`config.mk`:
```
export PLATFORM = sky130hd
export DESIGN_NAME = instr_issue_seq
export DESIGN_NICKNAME = d
export VERILOG_FILES = /design/src/rtl/instr_issue_pkg.sv /design/src/rtl/instr_fifo.sv /design/src/rtl/instr_issue_seq.sv
export SDC_FILE = /design/constraint.sdc
export NUM_CORES = 1
export LEC_CHECK = 0
export CAP_MARGIN = 30
export CORE_MARGIN = 2
export CORE_UTILIZATION = 45
export DETAILED_ROUTE_END_ITERATION = 16
export SLEW_MARGIN = 15
export SYNTH_ARGS = -nofsm -noshare
export SYNTH_HDL_FRONTEND = slang
export SYNTH_SLANG_ARGS = --single-unit
```
`constraint.sdc`:
```
create_clock -name clk -period 6.25 [get_ports clk]
set_input_delay 1.25 -clock clk [delete_from_list [all_inputs] [get_ports clk]]
set_output_delay 1.25 -clock clk [all_outputs]
set_load 0.01 [all_outputs]
```
`src/rtl/instr_issue_pkg.sv`:
```
// Shared types and constants for the instruction issue sequencer.
// Encoding helpers build words for the attached simple CPU.
package instr_issue_pkg;

  localparam int INSTR_W = 16;

  localparam logic [2:0] OPC_MOV = 3'b110;
  localparam logic [2:0] OPC_ALU = 3'b101;

  localparam int ST_IDLE  = 0;
  localparam int ST_LOAD  = 1;
  localparam int ST_START = 2;
  localparam int ST_WBUSY = 3;
  localparam int ST_WDONE = 4;
  localparam int ST_ERR   = 5;

  typedef enum logic [5:0] {
    IDLE  = 6'b000001,
    LOAD  = 6'b000010,
    START = 6'b000100,
    WBUSY = 6'b001000,
    WDONE = 6'b010000,
    ERR   = 6'b100000
  } state_e;

  function automatic logic [INSTR_W-1:0] mk_mov(
    input logic [1:0] rd,
    input logic [7:0] imm
  );
    return {OPC_MOV, 3'b100, rd, imm};
  endfunction

  function automatic logic [INSTR_W-1:0] mk_alu(
    input logic [1:0] op,
    input logic [1:0] rd,
    input logic [1:0] ra,
    input logic [1:0] rb
  );
    return {OPC_ALU, op, 1'b0, rd, ra, rb, 4'h0};
  endfunction

endpackage

```
`src/rtl/instr_fifo.sv`:
```
// Instruction buffer: power-of-two ring with occupancy count.
// Head word is presented combinationally on data_o.
module instr_fifo
  import instr_issue_pkg::*;
#(
  parameter int DEPTH = 8,
  parameter int W     = INSTR_W
) (
  input  logic                   clk,
  input  logic                   reset,
  input  logic                   push_i,
  input  logic [W-1:0]           data_i,
  input  logic                   pop_i,
  output logic [W-1:0]           data_o,
  output logic                   full_o,
  output logic                   empty_o,
  output logic [$clog2(DEPTH):0] count_o
);

  localparam int AW = $clog2(DEPTH);
  localparam logic [AW:0] CNT_FULL = (AW+1)'(DEPTH);

  logic [W-1:0]  mem_q [DEPTH];
  logic [AW-1:0] wr_ptr_q;
  logic [AW-1:0] rd_ptr_q;
  logic [AW:0]   count_q;
  logic          do_push;
  logic          do_pop;

  assign full_o  = (count_q == CNT_FULL);
  assign empty_o = (count_q == '0);
  assign count_o = count_q;
  assign data_o  = mem_q[rd_ptr_q];

  // Fullness is judged before any same-cycle pop.
  assign do_push = push_i && !full_o;
  assign do_pop  = pop_i && !empty_o;

  always_ff @(posedge clk) begin
    if (do_push) begin
      mem_q[wr_ptr_q] <= data_i;
    end
  end

  always_ff @(posedge clk) begin
    if (reset) begin
      wr_ptr_q <= '0;
      rd_ptr_q <= '0;
      count_q  <= '0;
    end else begin
      if (do_push) begin
        wr_ptr_q <= wr_ptr_q + AW'(1);
      end
      if (do_pop) begin
        rd_ptr_q <= rd_ptr_q + AW'(1);
      end
      if (do_push && !do_pop) begin
        count_q <= count_q + (AW+1)'(1);
      end else if (!do_push && do_pop) begin
        count_q <= count_q - (AW+1)'(1);
      end
    end
  end

endmodule

```
`src/rtl/instr_issue_seq.sv`:
```
// Issues buffered instructions to the CPU with a load/start/wait
// handshake; a per-wait-state timeout traps hung instructions.
module instr_issue_seq
  import instr_issue_pkg::*;
#(
  parameter int DEPTH   = 8,
  parameter int TIMEOUT = 64
) (
  input  logic                   clk,
  input  logic                   reset,
  input  logic                   wr_valid,
  input  logic [INSTR_W-1:0]     wr_data,
  output logic                   wr_ready,
  input  logic                   run,
  output logic [INSTR_W-1:0]     cpu_in,
  output logic                   cpu_load,
  output logic                   cpu_s,
  input  logic                   cpu_w,
  output logic                   busy,
  output logic                   done,
  output logic                   err,
  output logic [15:0]            issued_cnt,
  output logic [$clog2(DEPTH):0] fifo_count
);

  localparam int TW = (TIMEOUT > 2) ? $clog2(TIMEOUT) : 1;
  localparam logic [TW-1:0] TMO_LAST = TW'(TIMEOUT - 1);

  state_e        state_q;
  logic          load_q;
  logic          start_q;
  logic          busy_q;
  logic          done_q;
  logic          err_q;
  logic [15:0]   issued_q;
  logic [TW-1:0] tmo_q;

  logic          full;
  logic          empty;
  logic          push;
  logic          pop;

  assign wr_ready   = !full;
  assign push       = wr_valid && wr_ready;
  assign pop        = state_q[ST_LOAD];

  assign cpu_load   = load_q;
  assign cpu_s      = start_q;
  assign busy       = busy_q;
  assign done       = done_q;
  assign err        = err_q;
  assign issued_cnt = issued_q;

  instr_fifo #(
    .DEPTH (DEPTH),
    .W     (INSTR_W)
  ) u_fifo (
    .clk     (clk),
    .reset   (reset),
    .push_i  (push),
    .data_i  (wr_data),
    .pop_i   (pop),
    .data_o  (cpu_in),
    .full_o  (full),
    .empty_o (empty),
    .count_o (fifo_count)
  );

  always_ff @(posedge clk) begin
    if (reset) begin
      state_q  <= IDLE;
      load_q   <= 1'b0;
      start_q  <= 1'b0;
      busy_q   <= 1'b0;
      done_q   <= 1'b0;
      err_q    <= 1'b0;
      issued_q <= '0;
      tmo_q    <= '0;
    end else begin
      load_q  <= 1'b0;
      start_q <= 1'b0;
      done_q  <= 1'b0;
      unique case (1'b1)
        state_q[ST_IDLE]: begin
          // Loading while the CPU executes would clobber its IR.
          if (run && !empty && cpu_w) begin
            state_q <= LOAD;
            load_q  <= 1'b1;
            busy_q  <= 1'b1;
          end
        end
        state_q[ST_LOAD]: begin
          state_q <= START;
          start_q <= 1'b1;
        end
        state_q[ST_START]: begin
          state_q <= WBUSY;
          tmo_q   <= '0;
        end
        state_q[ST_WBUSY]: begin
          // w stays high through Decode, so only a low w means launched.
          if (!cpu_w) begin
            state_q <= WDONE;
            tmo_q   <= '0;
          end else if (tmo_q == TMO_LAST) begin
            state_q <= ERR;
            err_q   <= 1'b1;
            busy_q  <= 1'b0;
          end else begin
            tmo_q <= tmo_q + TW'(1);
          end
        end
        state_q[ST_WDONE]: begin
          if (cpu_w) begin
            state_q  <= IDLE;
            busy_q   <= 1'b0;
            issued_q <= issued_q + 16'd1;
            done_q   <= empty && !push;
          end else if (tmo_q == TMO_LAST) begin
            state_q <= ERR;
            err_q   <= 1'b1;
            busy_q  <= 1'b0;
          end else begin
            tmo_q <= tmo_q + TW'(1);
          end
        end
        state_q[ST_ERR]: begin
          state_q <= ERR;
        end
        default: begin
          state_q <= IDLE;
          busy_q  <= 1'b0;
        end
      endcase
    end
  end

endmodule

```
* Word-level counts from Yosys, hierarchy flattened
Memories as Yosys holds them, arrays and structs flattened. A register that Yosys moved wholly into a read port is not among the register bits. Cells that the tools add are included.
Storage, ports and cells: register bits 43, memory bits (writable) 128, bits in latches 0, output and inout bits 42, memories 1, memory bits (read-only) 0, bits of input ports 21
Memory list:
- u_fifo.mem_q | depth 8, width 16, read ports 1, clocked after memory_dff 1, write ports 1, line instr_fifo.sv:23 | logic [W-1:0] mem_q [DEPTH];
Operators by class: equality and inequality tests 5, $lt $le $gt $ge 0, div/mod/pow operators 0, multiply operators 0, bitwise operators 4, mux-type cells 27, add/sub/neg operators 6, shift-type cells 0, reduce and logical (&&, ||, !) cells 24
Operators with widths (count):
- 6-bit 2-to-1 mux | 7
- 6-bit case mux with 6 select lines | 1
- 6-bit case mux with 3 select lines | 1
- 16-bit by 1-bit adder with 16-bit output, second input constant | 1
- 1-bit 2-to-1 mux | 11
- 1-bit logical AND | 8
- 4-bit 2-to-1 mux | 2
- 3-bit by 1-bit adder with 3-bit output, second input constant | 2
- 6-bit by 1-bit adder with 6-bit output, second input constant | 1
- 6-bit equality test, second input constant | 1
- 3-bit 2-to-1 mux | 2
- 3-bit AND reduction | 2
- 3-bit OR reduction | 2
- 1-bit zero test | 5
- 4-bit by 1-bit adder with 4-bit output, second input constant | 1
- 4-bit equality test, second input constant | 1
- 4-bit zero test | 1
- 2-bit != test, second input constant | 2
- 1-bit NOT | 4
- 1-bit case mux with 4 select lines | 1
- 2-bit AND reduction | 2
- 2-bit nonzero test | 2
- 4-bit by 1-bit subtractor with 4-bit output, second input constant | 1
- 3-bit nonzero test | 1
- 4 further kinds | 4

* Logic depth before layout (Yosys ltp)
depth after elaboration 8, mapped depth 11, depth with buffers taken out 10

* Modules after synthesis
A second synthesis with hierarchy kept.
Unflattened totals: cells, all modules 427, area, all modules 7080.5 µm²
By module, submodules not included:
- instr_fifo | sequential area each 4103.9 µm², cells each 258, times used 1, area an instance 5581.6 µm²
- instr_issue_seq | sequential area each 660.6 µm², cells each 169, times used 1, area an instance 1498.9 µm²

* Least setup slack after synthesis
OpenSTA, ideal clock, no wires.
kind input-to-reg, start point input port wr_valid, end point memory u_fifo.mem_q[0][0] in the netlist's numbering, enable pin, buffers on the path 0, stages 2, required time 5820 ps, library setup time 430 ps, setup slack 2850 ps, arrival time 2970 ps, cells stage by stage nand2_1 -> nor4_1
On the way: longest elaborated chain between the ends 4
Ends and longest elaborated chain:
- start, declared | line instr_issue_seq.sv:11 | input logic wr_valid,
- 1-bit logical AND | line instr_issue_seq.sv:44 | assign push = wr_valid && wr_ready;
- 1-bit logical AND | line instr_fifo.sv:36 | assign do_push = push_i && !full_o;
- 1-bit 2-to-1 mux | line instr_fifo.sv:40 | if (do_push) begin
- 1-bit 2-to-1 mux (not written as such) | line instr_fifo.sv:41 | mem_q[wr_ptr_q] <= data_i;
- end, declared | line instr_fifo.sv:23
Every way passes these cells.

==> impl_metrics.toml <==
[clock_network]
ctsResizeCount = 0
clock_sinks = 174
clockBufferDepth = 2
cts_tree = "done"
htree_levels = 4
cts_setup_buffers = 0
clk_latency_ps = 420
cts-hold-fix-buffers = 0
clk_pin_slew_ps = 60
clock-root-buffer = "clkbuf_16"
cts_buffers = 17

[sta]
slew_headroom = 0.437
finalCritPeriodShare = 0.649
setup_tns_ps = 0
setup_viol = 0
hold_viol = 0
finClkSkew_ps = 7.50
fmax_ghz = 0.247
rsz0062_at_grt = "false"
worst_pin_slew_ps = 841
slew_violations = 0
fin_crit_ps = 4050

[global_routing]
grt_max_degree = 44
antenna_found_initial = 0
grt_overflow_total = 0
grt_pass1_vias = 3860
grt_first_pass_wirelength_mm = 20.7
gr-usage-all-layers = 0.171

[synthesis]
ys_ff_latch = 174
synthMostInstantiatedCell = "edfxtp_1"
ys_types = 46
ys_warn_count = 0
synthFlopType = "edfxtp_1"
async_flop_share = 0
synthCells = 433
synth.cell_area_sq_um = 6890
synth_commonest_cells = "edfxtp_1, dfxtp_1, mux4_2, nor2_1, a21oi_1"
seq_area_frac_synth = 0.691
synth_top_area_frac = 0.558
synth_edf_count = 128
synthTopCellsByArea = "edfxtp_1, dfxtp_1, mux4_2"
synth_nets = 462
synth.avg_cell_area_sq_um = 15.9
synth_top_area_cell = "edfxtp_1"

[setup_path]
critPathCaptureType = "output pin"
cp-start-kind = "flip-flop"
crit_required_ps = 5000
crit_type = "reg -> out"
worstPathMaxFanout = 22
path_delay_family = "buffers and inverters"
crit_cells = 4
reg2reg_depth = 10
cp_cell_sequence = "buf_4 > mux4_2 > mux2_2 > clkdlybuf4s50_1"
crit_buf_inv = 2
slowest_stage = "dfxtp_2"
cp.arrival_ps = 2800
cpPeakStageDelay_ps = 560

[outcome]
status = "finished clean"

[place]
dpl_cell_area_sq_um = 7820
place_inst = 674
portBuffers = 62
post-dp-hpwl_mm = 8.23
place_congestion = 0.789

[detailed_routing]
first_pass_iters = 4
vias_per_cell = 5.45
ant_nets = 0
drc = 0
wirelength_mm = 13.1
drt_iter0_drc = 272
num_vias = 3856
avgRoutedWirePerCell_um = 18.5

[floorplan]
die_w_um = 128
fp.dieH_um = 128
initial_core_util = 0.457
ios = 63
rows = 45
dieArea_sq_um = 16300
core_area_sq_um = 15100

[worst_hold_path]
hp-class = "reg -> reg"
hold_depth = 2

[finish]
fin_nets = 535
instances_no_fill = 707
areaGrowthSynthToFinish_pct = 22.2
final_core_util = 0.558
final_area_sq_um = 8430
n_antenna_cell = 0
layout-drive-gt1-share = 0.202
fillers = 1192
multi_input_area_sq_um = 2060
register_area_sq_um = 4770

[flow_run]
maxCapViolations = 0

[power_and_ir_drop]
power_density_nw_per_um2 = 331
vdd_drop_max_mv = 0.196
p_leak_nw = 2.72
==> final cells by class <==
class | instances | area share
repair buffers | 74 | 0.0879
inverters | 9 | 0.00401
well taps | 188 | 0.0279
flip-flops and latches | 174 | 0.566
clock inverters | 11 | 0.00906
multi-input cells | 230 | 0.244
clock buffers | 21 | 0.0610
==> worst reg2reg max path, cell delays in order, from the launching register on <==
cell and delay [ps]:
dfxtp_1 380, or4b_1 630, nand2_1 390, inv_1 90, ha_1 210, inv_1 130, ha_1 280, a21oi_1 240
a211oi_1 120, a31oi_1 170, mux2_2 350
==> flip-flops by register name, summed over array words and instances (netlist names), named ones only <==
signal	count
err	1
u_fifo.count_o	4
cpu_load	1
cpu_s	1
issued_cnt	16
u_fifo.rd_ptr_q	3
tmo_q	6
busy	1
done	1
u_fifo.wr_ptr_q	3
u_fifo.mem_q	128
state_q	6
==> worst paths after layout <==
| path | from | end | slack, ps |
|---|---|---|---|
| setup reg to reg | u_fifo.count_o[0] | u_fifo.count_o[3] | 3150 |
| hold reg to reg | err | err | 480 |
| hold / removal | err | err | 480 |
| setup / recovery | flip-flop | cpu_in[13] | 2200 |
==> metal layers <==
layer	vias up	part of all wire	global-route usage
met3	20	0.041	0.0438
met2	103	0.50	0.277
met1	1912	0.44	0.223
met4	0	0.017	0.0679
met5	-	0	0
li1	1821	-	-
==> cell usage in the layout, fill, tap and decap left out, types with 2 or more instances in the layout <==
| cell | netlist | routed |
|---|---|---|
| inv_1 | 9 | 9 |
| buf_8 | 0 | 3 |
| nor3_4 | 0 | 4 |
| nand3_1 | 14 | 14 |
| a211oi_1 | 2 | 2 |
| nor4_2 | 1 | 2 |
| a31o_2 | 2 | 2 |
| nand4_1 | 3 | 3 |
| inv_6 | 0 | 2 |
| edfxtp_1 | 128 | 128 |
| clkbuf_16 | 0 | 20 |
| o21ai_0 | 7 | 7 |
| mux2_2 | 17 | 17 |
| mux4_2 | 32 | 32 |
| or4_1 | 2 | 2 |
| clkinv_4 | 0 | 3 |
| or3_1 | 5 | 5 |
| nor2_1 | 32 | 32 |
| nand2b_1 | 4 | 4 |
| nand2_1 | 19 | 19 |
| clkinv_2 | 0 | 5 |
| ha_1 | 7 | 7 |
| and2_1 | 2 | 2 |
| a31oi_1 | 3 | 3 |
| xor2_1 | 7 | 7 |
| nor4_1 | 6 | 5 |
| clkdlybuf4s50_1 | 0 | 62 |
| buf_6 | 1 | 2 |
| buf_4 | 0 | 7 |
| nor2b_1 | 5 | 5 |
| a21oi_1 | 21 | 21 |
| xnor2_1 | 9 | 9 |
| dfxtp_1 | 46 | 45 |
| nor3_1 | 13 | 9 |
==> per-stage QoR <==
step                total power, mW  hold slack [ps]  setup WS [ps]
CTS                            2.83              483           2090
finish                         2.79              479           2200
global route                   2.91              509           2000
global placement               1.79              457           2570
detailed placement             1.81              463           2460
floorplan                      1.62              454           2850
==> where the power goes <==
group / internal, mW / total, mW / leakage, nW / switching [mW]
clock network: 0.591 / 1.02 / 0.295 / 0.425
logic: 0.215 / 0.410 / 0.890 / 0.195
registers: 1.32 / 1.37 / 1.53 / 0.0498
==> logic make-up (layout without fill, tap and decap cells) <==
group / count (synthesis) / in the layout / synth area share
DFF: 174 / 174 / 0.691
AOI/OAI and AO/OA: 42 / 42 / 0.0356
muxes: 51 / 51 / 0.135
buffers and inverters: 29 / 115 / 0.0176
adders and majority gates: 8 / 8 / 0.0156
xor gates and xnor gates: 16 / 16 / 0.0203
and+or+nand+nor: 113 / 113 / 0.0844
Note: power is estimated with default switching activity, not from simulation.
